`src/rtl/az_sequencer_pkg.sv`:
```
// Shared definitions for the auto-zero sequencer: state encoding, mux codes
// and bit positions of the fields inside the 22-bit conditioning vector.
package az_sequencer_pkg;

    localparam int NUM_BITS = 22;

    typedef enum logic [2:0] {
        ST_IDLE         = 3'd0,
        ST_SIG_SETTLE   = 3'd1,
        ST_SIG_APERTURE = 3'd2,
        ST_AZ_SETTLE    = 3'd3,
        ST_AZ_APERTURE  = 3'd4
    } state_e;

    // Mux codes are {EN,A2,A1,A0}; S(n) selects input n with EN high.
    localparam logic [3:0] SOFF = 4'b0000;
    localparam logic [3:0] S1   = 4'b1000;

    function automatic logic [3:0] s_code(input int n);
        logic [3:0] c;
        c = 4'b1000 | 4'(n - 1);
        return c;
    endfunction

    localparam int AZMUX_LSB    = 0;
    localparam int HIMUX_LSB    = 4;
    localparam int HIMUX2_LSB   = 8;
    localparam int PC_BIT       = 12;
    localparam int LED_BIT      = 13;
    localparam int MON_LSB      = 14;
    localparam int MON_APERTURE = 0;
    localparam int MON_SIG      = 1;
    localparam int MON_PAIR     = 2;

endpackage

```
`src/rtl/az_sequencer_if.sv`:
```
// Control/status bundle between the register set and the auto-zero sequencer.
interface az_sequencer_if #(
    parameter int CNT_W    = 24,
    parameter int NUM_BITS = 22
);
    logic                run;
    logic [3:0]          p_azmux_sig;
    logic [3:0]          p_azmux_lo;
    logic [3:0]          p_himux;
    logic [3:0]          p_himux2;
    logic [CNT_W-1:0]    p_settle;
    logic [CNT_W-1:0]    p_aperture;
    logic                irq_ack;
    logic [NUM_BITS-1:0] out;
    logic                irq;
    logic                overrun;
    logic [CNT_W-1:0]    pair_count;

    modport master (
        output run, p_azmux_sig, p_azmux_lo, p_himux, p_himux2,
        output p_settle, p_aperture, irq_ack,
        input  out, irq, overrun, pair_count
    );

    modport slave (
        input  run, p_azmux_sig, p_azmux_lo, p_himux, p_himux2,
        input  p_settle, p_aperture, irq_ack,
        output out, irq, overrun, pair_count
    );
endinterface

```
`src/rtl/az_sequencer_phase_timer.sv`:
```
// Loadable down-counter timing one sequencer phase; done marks the phase's
// last clock. A zero load behaves as a load of one.
module az_sequencer_phase_timer #(
    parameter int CNT_W = 24
) (
    input  logic             clk,
    input  logic             reset,
    input  logic             load_i,
    input  logic [CNT_W-1:0] value_i,
    output logic             done_o
);
    logic [CNT_W-1:0] cnt_q, cnt_d;

    always_comb begin
        cnt_d = cnt_q;
        if (load_i) begin
            cnt_d = (value_i == '0) ? CNT_W'(1) : value_i;
        end else if (cnt_q != '0) begin
            cnt_d = cnt_q - CNT_W'(1);
        end
    end

    always_ff @(posedge clk) begin
        if (reset) begin
            cnt_q <= '0;
        end else begin
            cnt_q <= cnt_d;
        end
    end

    assign done_o = (cnt_q == CNT_W'(1));
endmodule

```
`src/rtl/az_sequencer.sv`:
```
// Auto-zero sequencer: cycles the conditioning vector through signal/zero
// phase pairs. Define AZ_SEQ_BBM_EN to add a break-before-make gap on azmux.
module az_sequencer
    import az_sequencer_pkg::*;
#(
    parameter int NUM_BITS = 22,
    parameter int CNT_W    = 24,
    parameter int BBM_CLKS = 2
) (
    input  logic          clk,
    input  logic          reset,
    az_sequencer_if.slave bus
);
    state_e              state_q, state_d;
    logic [3:0]          sig_q, sig_d, lo_q, lo_d, hi_q, hi_d, hi2_q, hi2_d;
    logic [CNT_W-1:0]    settle_q, settle_d, aper_q, aper_d;
    logic [CNT_W-1:0]    pairs_q, pairs_d;
    logic                irq_q, irq_d, ovr_q, ovr_d, led_q, led_d;
    logic [NUM_BITS-1:0] out_q, out_d;
    logic                tmr_load, tmr_done, pair_end;
    logic [CNT_W-1:0]    tmr_value;
    logic [3:0]          code_new, az_out;

`ifdef AZ_SEQ_BBM_EN
    localparam int BBM_W = (BBM_CLKS < 1) ? 1 : $clog2(BBM_CLKS + 1);
    logic [BBM_W-1:0] bbm_q, bbm_d;
    logic [3:0]       code_cur;
`else
    logic unused_bbm;
    assign unused_bbm = ^BBM_CLKS;
`endif

    function automatic logic [3:0] az_code(input state_e s, input logic [3:0] sig,
                                           input logic [3:0] lo);
        case (s)
            ST_SIG_SETTLE, ST_SIG_APERTURE: return sig;
            ST_AZ_SETTLE,  ST_AZ_APERTURE:  return lo;
            default:                        return SOFF;
        endcase
    endfunction

    az_sequencer_phase_timer #(.CNT_W(CNT_W)) u_timer (
        .clk     (clk),
        .reset   (reset),
        .load_i  (tmr_load),
        .value_i (tmr_value),
        .done_o  (tmr_done)
    );

    assign pair_end = (state_q == ST_AZ_APERTURE) && tmr_done;

    always_comb begin
        state_d  = state_q;
        sig_d    = sig_q;
        lo_d     = lo_q;
        hi_d     = hi_q;
        hi2_d    = hi2_q;
        settle_d = settle_q;
        aper_d   = aper_q;

        case (state_q)
            ST_IDLE:         if (bus.run)  state_d = ST_SIG_SETTLE;
            ST_SIG_SETTLE:   if (tmr_done) state_d = ST_SIG_APERTURE;
            ST_SIG_APERTURE: if (tmr_done) state_d = ST_AZ_SETTLE;
            ST_AZ_SETTLE:    if (tmr_done) state_d = ST_AZ_APERTURE;
            ST_AZ_APERTURE:  if (tmr_done) state_d = bus.run ? ST_SIG_SETTLE : ST_IDLE;
            default:                       state_d = ST_IDLE;
        endcase

        // Parameters are sampled once per pair so a pair never mixes settings.
        if (state_d == ST_SIG_SETTLE && state_q != ST_SIG_SETTLE) begin
            sig_d    = bus.p_azmux_sig;
            lo_d     = bus.p_azmux_lo;
            hi_d     = bus.p_himux;
            hi2_d    = bus.p_himux2;
            settle_d = bus.p_settle;
            aper_d   = bus.p_aperture;
        end

        tmr_load  = (state_d != state_q) && (state_d != ST_IDLE);
        tmr_value = (state_d == ST_SIG_SETTLE || state_d == ST_AZ_SETTLE) ? settle_d : aper_d;

        irq_d = irq_q;
        if (pair_end)         irq_d = 1'b1;
        else if (bus.irq_ack) irq_d = 1'b0;
        ovr_d   = ovr_q | (pair_end & irq_q);
        pairs_d = pair_end ? pairs_q + CNT_W'(1) : pairs_q;
        led_d   = led_q ^ pair_end;

        code_new = az_code(state_d, sig_d, lo_d);
`ifdef AZ_SEQ_BBM_EN
        code_cur = az_code(state_q, sig_q, lo_q);
        bbm_d    = bbm_q;
        if (tmr_load && (code_new != code_cur)) begin
            bbm_d = BBM_W'(BBM_CLKS);
        end else if (bbm_q != '0) begin
            bbm_d = bbm_q - BBM_W'(1);
        end
        az_out = (bbm_d != '0) ? SOFF : code_new;
`else
        az_out = code_new;
`endif

        // Outside a run only led0 survives; the pair-done pulse is suppressed too.
        out_d          = '0;
        out_d[LED_BIT] = led_d;
        if (state_d != ST_IDLE) begin
            out_d[AZMUX_LSB +: 4]  = az_out;
            out_d[HIMUX_LSB +: 4]  = hi_d;
            out_d[HIMUX2_LSB +: 4] = hi2_d;
            out_d[PC_BIT]          = (state_d == ST_SIG_SETTLE) || (state_d == ST_SIG_APERTURE);
            out_d[MON_LSB + MON_APERTURE] =
                (state_d == ST_SIG_APERTURE) || (state_d == ST_AZ_APERTURE);
            out_d[MON_LSB + MON_SIG] =
                (state_d == ST_SIG_SETTLE) || (state_d == ST_SIG_APERTURE);
            out_d[MON_LSB + MON_PAIR] = pair_end;
        end
    end

    always_ff @(posedge clk) begin
        if (reset) begin
            state_q  <= ST_IDLE;
            sig_q    <= '0;
            lo_q     <= '0;
            hi_q     <= '0;
            hi2_q    <= '0;
            settle_q <= '0;
            aper_q   <= '0;
            pairs_q  <= '0;
            irq_q    <= 1'b0;
            ovr_q    <= 1'b0;
            led_q    <= 1'b0;
            out_q    <= '0;
`ifdef AZ_SEQ_BBM_EN
            bbm_q    <= '0;
`endif
        end else begin
            state_q  <= state_d;
            sig_q    <= sig_d;
            lo_q     <= lo_d;
            hi_q     <= hi_d;
            hi2_q    <= hi2_d;
            settle_q <= settle_d;
            aper_q   <= aper_d;
            pairs_q  <= pairs_d;
            irq_q    <= irq_d;
            ovr_q    <= ovr_d;
            led_q    <= led_d;
            out_q    <= out_d;
`ifdef AZ_SEQ_BBM_EN
            bbm_q    <= bbm_d;
`endif
        end
    end

    assign bus.out        = out_q;
    assign bus.irq        = irq_q;
    assign bus.overrun    = ovr_q;
    assign bus.pair_count = pairs_q;
endmodule
```
`src/flat_wrapper.sv`:
```
// flat-port wrapper written by rule: the top's interface ports become plain ports
module az_sequencer_flat import az_sequencer_pkg::*;
#(
    parameter int NUM_BITS = 22,
    parameter int CNT_W    = 24,
    parameter int BBM_CLKS = 2
)
  (clk, reset, bus_run, bus_p_azmux_sig, bus_p_azmux_lo, bus_p_himux, bus_p_himux2, bus_p_settle, bus_p_aperture, bus_irq_ack, bus_out, bus_irq, bus_overrun, bus_pair_count);
  az_sequencer_if #(.CNT_W(CNT_W), .NUM_BITS(NUM_BITS)) bus_i ();
  input  logic clk;
  input  logic reset;
  input wire logic [$bits(bus_i.run)-1:0] bus_run;
  input wire logic [$bits(bus_i.p_azmux_sig)-1:0] bus_p_azmux_sig;
  input wire logic [$bits(bus_i.p_azmux_lo)-1:0] bus_p_azmux_lo;
  input wire logic [$bits(bus_i.p_himux)-1:0] bus_p_himux;
  input wire logic [$bits(bus_i.p_himux2)-1:0] bus_p_himux2;
  input wire logic [$bits(bus_i.p_settle)-1:0] bus_p_settle;
  input wire logic [$bits(bus_i.p_aperture)-1:0] bus_p_aperture;
  input wire logic [$bits(bus_i.irq_ack)-1:0] bus_irq_ack;
  output wire logic [$bits(bus_i.out)-1:0] bus_out;
  output wire logic [$bits(bus_i.irq)-1:0] bus_irq;
  output wire logic [$bits(bus_i.overrun)-1:0] bus_overrun;
  output wire logic [$bits(bus_i.pair_count)-1:0] bus_pair_count;
  assign bus_i.run = bus_run;
  assign bus_i.p_azmux_sig = bus_p_azmux_sig;
  assign bus_i.p_azmux_lo = bus_p_azmux_lo;
  assign bus_i.p_himux = bus_p_himux;
  assign bus_i.p_himux2 = bus_p_himux2;
  assign bus_i.p_settle = bus_p_settle;
  assign bus_i.p_aperture = bus_p_aperture;
  assign bus_i.irq_ack = bus_irq_ack;
  assign bus_out = bus_i.out;
  assign bus_irq = bus_i.irq;
  assign bus_overrun = bus_i.overrun;
  assign bus_pair_count = bus_i.pair_count;
  az_sequencer #(.NUM_BITS(NUM_BITS), .CNT_W(CNT_W), .BBM_CLKS(BBM_CLKS)) u_core (.clk(clk), .reset(reset), .bus(bus_i));
endmodule
```
`config.mk`:
```
export PLATFORM = sky130hd
export DESIGN_NAME = az_sequencer_flat
export DESIGN_NICKNAME = d
export VERILOG_FILES = /design/src/rtl/az_sequencer_pkg.sv /design/src/rtl/az_sequencer_if.sv /design/src/rtl/az_sequencer_phase_timer.sv /design/src/rtl/az_sequencer.sv /design/src/flat_wrapper.sv
export SDC_FILE = /design/constraint.sdc
export NUM_CORES = 1
export LEC_CHECK = 0
export ABC_AREA = 1
export CAP_MARGIN = 20
export CELL_PAD_IN_SITES_DETAIL_PLACEMENT = 0
export CELL_PAD_IN_SITES_GLOBAL_PLACEMENT = 1
export CORE_UTILIZATION = 38
export CTS_CLUSTER_DIAMETER = 30
export DETAILED_ROUTE_END_ITERATION = 8
export PLACE_DENSITY = 0.83
export SYNTH_ARGS = -nofsm -noshare
export SYNTH_HDL_FRONTEND = slang
export SYNTH_SLANG_ARGS = --single-unit
```
`constraint.sdc`:
```
create_clock -name clk -period 2.82 [get_ports clk]
set_clock_uncertainty 0.1 [all_clocks]
set_input_delay 0.846 -clock clk [delete_from_list [all_inputs] [get_ports clk]]
set_output_delay 0.846 -clock clk [all_outputs]
set_load 0.03 [all_outputs]
```
======== Word level (Yosys, flattened, before mapping) ========
Cells that the tools add are included.
cells by class
  reductions and logical operators ........ 15
  $add $sub $neg .......................... 2
  bitwise operators ....................... 4
  shift operators ......................... 0
  magnitude comparators ................... 0
  eq/ne operators ......................... 11
  multiplexer cells ....................... 20
  div/mod/pow operators ................... 0
  multipliers ............................. 0
operators with widths
  kind                   count
  $mux 24                6
  $add 24x1->24 const B  1
  $eq 24x1->1 const B    1
  $logic_not 24->1       1
  $reduce_bool 24->1     1
  $sub 24x1->24 const B  1
  $mux 4                 4
  $mux 3                 5
  $pmux 3 s5             1
  $eq 3x2->1 const B     4
  $pmux 4 s2             1
  $eq 3x1->1 const B     2
  $eq 3x3->1 const B     2
  $reduce_or 2->1        3
  $reduce_bool 2->1      2
  $logic_and 1x1->1      3
  $logic_not 3->1        1
  $logic_or 1x1->1       3
  $mux 1                 3
  $ne 3x1->1 const B     1
  $ne 3x3->1             1
  $reduce_bool 3->1      1
  $and 1x1->1            1
  $not 1->1              1
  other kinds (2)        2
word-level totals
  memory bits (writable) .................. 0
  memory bits (read-only) ................. 0
  latch bits .............................. 0
  output and inout bits ................... 48
  input bits .............................. 68
  logic and storage cells ................. 66
  memories ................................ 0
  register bits after elaboration ......... 139

======== Depth between registers and ports, before layout ========
  word-level depth ........................ 10
  mapped depth ............................ 20
  gate-level depth less buffers ........... 19

======== Modules after synthesis ========
From an unflattened synthesis, not the netlist that was laid out.
second synthesis, totals
  cells, all modules ...................... 1005
  area, all modules ....................... 6851.6 µm²
modules (own cells, without submodules)
  module                    seq. area each (µm²)  cells an instance  area an instance (µm²)  times used
  az_sequencer              2182.1                685                4996.0                  1
  az_sequencer_phase_timer  480.5                 320                1855.5                  1

======== Least setup slack after synthesis ========
No wires, ideal clock.
  path kind ............................... reg2reg
  start ................................... reg u_core.u_timer.cnt_q[1]
  end ..................................... reg u_core.pairs_q[22] (netlist: u_core.bus.pair_count[22])
  required time ........................... 2.592 ns
  slack ................................... 0.388 ns
  clock period less this slack ............ 2.432 ns
  library setup time ...................... 0.128 ns
  buffers on the path ..................... 0
  stages on the path, launching flop included .. 18
  arrival time ............................ 2.204 ns
  cell sequence ........................... dfxtp_1 -> inv_1 -> ha_1 -> nand2_1 -> nor2_4 -> nand2_1 -> nor2_4 -> nand2_4 -> nor3_4 -> nand2_2 -> nor2_2 -> inv_2 -> nor2_4 -> nand3_2 -> or3_4 -> nor2_2 -> xor2_1 -> nor2_1
between the ends
  word-level cells in the longest chain between the ends .. 2
RTL lines
  element                   line                            source
  start: declaration        az_sequencer_phase_timer.sv:12  logic [CNT_W-1:0] cnt_q, cnt_d;
  start signal: assignment  az_sequencer_phase_timer.sv:27  cnt_q <= cnt_d;
  $eq 24x1->1               az_sequencer_phase_timer.sv:31  assign done_o = (cnt_q == CNT_W'(1));
  $logic_and 1x1->1         az_sequencer.sv:50              assign pair_end = (state_q == ST_AZ_APERTURE) && tmr_done;
  end signal: assignment    az_sequencer.sv:145             pairs_q <= pairs_d;
  end: declaration          az_sequencer.sv:17              logic [CNT_W-1:0] pairs_q, pairs_d;
No other way between the ends.
A chain may end at the register's enable or synchronous reset.

======== Final worst setup path ========
  start ................................... reg u_core.u_timer.cnt_q[8]
  end ..................................... reg u_core.pairs_q[20] (netlist: u_core.bus.pair_count[20])
The elaborated chain is that of the path after synthesis.

==> impl_results.md <==
* Synthesized cell area at 0.006720 mm²
* Vias in the first global route at 6342
* Arr. time, crit path at 2.89 ns
* Synth area leaders: dfxtp_1 (40%), nand2_1 (13%), inv_1 (8.3%)
* Total Routing Usage GR at 0.2055
* Clk sinks at 133
* DP HPWL at 12.34 mm
* Commonest cells post-synth: nand2_1 (224), inv_1 (149), nor2_1 (139)
* Die Y at 135.0 µm
* Fmax at 372.6 MHz
* Placement Setup Slack at -0.2611 ns
* TritonCTS clock tree: done
* Synth top area share at 0.3962
* Max cap viols at 0
* Final setup fails at 0
* Worst EP required at 3.03 ns
* DRC marker count from the first detailed-route iteration at 332
* Sequential fraction of design power at 0.316
* Critical path class: reg2reg
* Top_reg_cell synth: dfxtp_1
* Layout area overhead at 40.12%
* Yosys Warn Count at 0
* Antenna diodes at 0
* RSZ-0062 raised after global routing: true
* Synth cell types at 45
* Antenna violations before repair at 0
* Die width at 135.0 µm
* PwrDens at 795.8 mW/mm²
* P_sw at 2.693 mW
* Met3 usage at 0.05480
* Fin crit share at 0.9516
* Mapped Avg Cell Area at 6.829 µm²
* Final net count at 1234
* Hold Path Class: reg2reg
* Cell taking the most area after synthesis: dfxtp_1
* Fin util at 0.5444
* Synth Instances at 984
* Switching share of power at 0.3594
* Slew Viols, Final at 0
* Row count at 48
* GPL Wtd Cong at 0.8105
* Worst setup margin at 0.1364 ns
* EDFF count, synth at 0
* # DRC at 0
* Worst-path clk slew at 0.06 ns
* Crit start category: flip-flop
* Comb power frac at 0.385
* Maximum fanout along the worst path at 4
* Final WL at 17.97 mm
* Overflow after GRT at 0
* Most instantiated library cell after synthesis: nand2_1
* Top Usage Layer GRT: met2
* FFs w/ async S/R, synth at 0
* Clk_lat worst skew at 0.42 ns
* Outcome: finished, final reports clean
* Die ar. at 0.01822 mm²
* Clock tree buffer depth at 2
* Wire per inst at 12.83 µm
* Initial Util at 0.3885
* CTS root buffer: clkbuf_16
* PortBufs at 110
* Synthesized flop and latch total at 133
* Post-DRT Antenna Nets at 0
* Fillers at 1679
* Grt met1 use at 0.2603
* Worst Setup End Kind: flip-flop
* Vias per cell at 4.685
* Boundary Pins at 116
* H-tree lvl count at 4
* GR Util met2 at 0.3422
* Clock power share at 0.299
* Final hold vios at 0
* Minimum clock period at 2.684 ns
* Routed vias at 6559
* Maximum VDD drop at 0.0005101 V
* Clock buffer count from CTS at 17
* First-pass GRT wire length at 29.90 mm
* Leakage at 4.335 nW
* Largest net degree at the start of global routing at 80
* Core area at 0.01730 mm²
* Seq/Total Area, Yosys at 0.3962
* Post-Route Hold Slack at 0.3724 ns
* Power Internal at 4.800 mW
* DRT Pass-1 Iters at 5
* Layout cell share with drive strength beyond 1 at 0.1617
[cell type report]
class / count / area (µm²) / area share
clock buffer: 20 / 456.7 / 0.04850
clock inverter: 12 / 143.9 / 0.01528
inverter: 154 / 580.6 / 0.06165
multi-input combinational: 653 / 3336 / 0.3542
sequential: 133 / 2673 / 0.2838
tap: 225 / 281.5 / 0.02990
timing repair buffer: 203 / 1946 / 0.2066
[power by group through the flow]
stage / clock, mW / combinational [mW] / sequential (mW)
finish: 2.24 / 2.88 / 2.37
global route: 2.37 / 3.21 / 2.40
detailed placement: 0 / 2.72 / 2.37
CTS: 2.28 / 2.75 / 2.33
floorplan: 0 / 1.78 / 2.37
global placement: 0 / 2.71 / 2.37
[layout by cell type, fill, tap and decap left out, types with 7 or more instances in the layout]
cell type	instances
clkdlybuf4s50_1	109
buf_4	81
nand2_1	222
nor3_1	12
nor2_2	12
inv_1	147
buf_12	9
nand4_1	24
o21ai_0	17
a21oi_1	23
dfxtp_2	8
mux2i_1	14
dfxtp_1	125
nand2_2	7
nor2_1	134
nor2_4	8
nand3_1	86
clkbuf_16	19
a31oi_1	22
xor2_1	15
[path summary, 6_finish.rpt]
| kind | from | end | slack (ns) | cells past startpoint |
|---|---|---|---|---|
| hold / removal | u_core.bus.pair_count[23] | u_core.bus.pair_count[23] | 0.37 | 2 |
| hold reg to reg | u_core.bus.pair_count[23] | u_core.bus.pair_count[23] | 0.37 | 2 |
| setup / recovery | u_core.u_timer.cnt_q[8] | u_core.bus.pair_count[20] | 0.14 | 16 |
| setup reg to reg | u_core.u_timer.cnt_q[8] | u_core.bus.pair_count[20] | 0.14 | 16 |
[worst max-delay path: stages (launching register included)]
cell	delay, ns
dfxtp_1	0.34
nor2_2	0.15
nand2_2	0.09
nor2_4	0.15
nand2_2	0.08
nor2_4	0.20
nand2_4	0.08
nor3_4	0.19
nand2_2	0.11
nor2_4	0.13
nand4_1	0.12
nor2_1	0.15
nand3_2	0.12
nor3_4	0.26
nand3b_1	0.13
o21ai_1	0.13
a21oi_1	0.05
[state kept, by name (all words and copies together) (netlist names)]
signal / flops
u_core.aper_q: 24
u_core.bus.irq: 1
u_core.bus.out: 15
u_core.bus.overrun: 1
u_core.bus.pair_count: 24
u_core.hi2_q: 4
u_core.hi_q: 4
u_core.led_q: 1
u_core.lo_q: 4
u_core.settle_q: 24
u_core.sig_q: 4
u_core.state_q: 3
u_core.u_timer.cnt_q: 24
[kinds of logic after synthesis]
family | Yosys count | synth area share
AND/OR/NAND/NOR | 532 | 0.3569
buffers and inverters | 202 | 0.1238
flip-flops | 133 | 0.3962
AO/OA/AOI/OAI | 77 | 0.06684
XOR/XNOR | 21 | 0.02737
multiplexers | 14 | 0.02085
adder cells (fa/ha/maj) | 4 | 0.007448
other | 1 | 0.0005580
[timing repair]
| item | 4_1_cts | 5_1_grt |
|---|---|---|
| resized for setup | 1 | 30 |
| hold buffers | 0 | 0 |
| pin swaps | 0 | 19 |
| setup endpoints to repair | 11 | 41 |
| buffers inserted | 0 | 8 |
| cloned | 0 | 2 |
[metrics by stage]
stage | power [mW] | std cells | area, µm² | TNS (ns)
after CTS | 7.359 | 1390 | 9214 | 0
after floorplan | 4.151 | 988 | 6735 | 0
final | 7.493 | 1400 | 9417 | 0
after detailed placement | 5.094 | 1358 | 8606 | -8.140
after global placement | 5.077 | 1358 | 8606 | -7.515
after global routing | 7.987 | 1400 | 9417 | -0.09206
[layer usage]
layer / vias to the layer above / share of wire
li1: 3434 / -
met1: 2994 / 0.47
met3: 13 / 0.053
met5: - / 0
met2: 118 / 0.47
met4: 0 / 0.010
No activity file was read; power rests on OpenSTA's default activity.
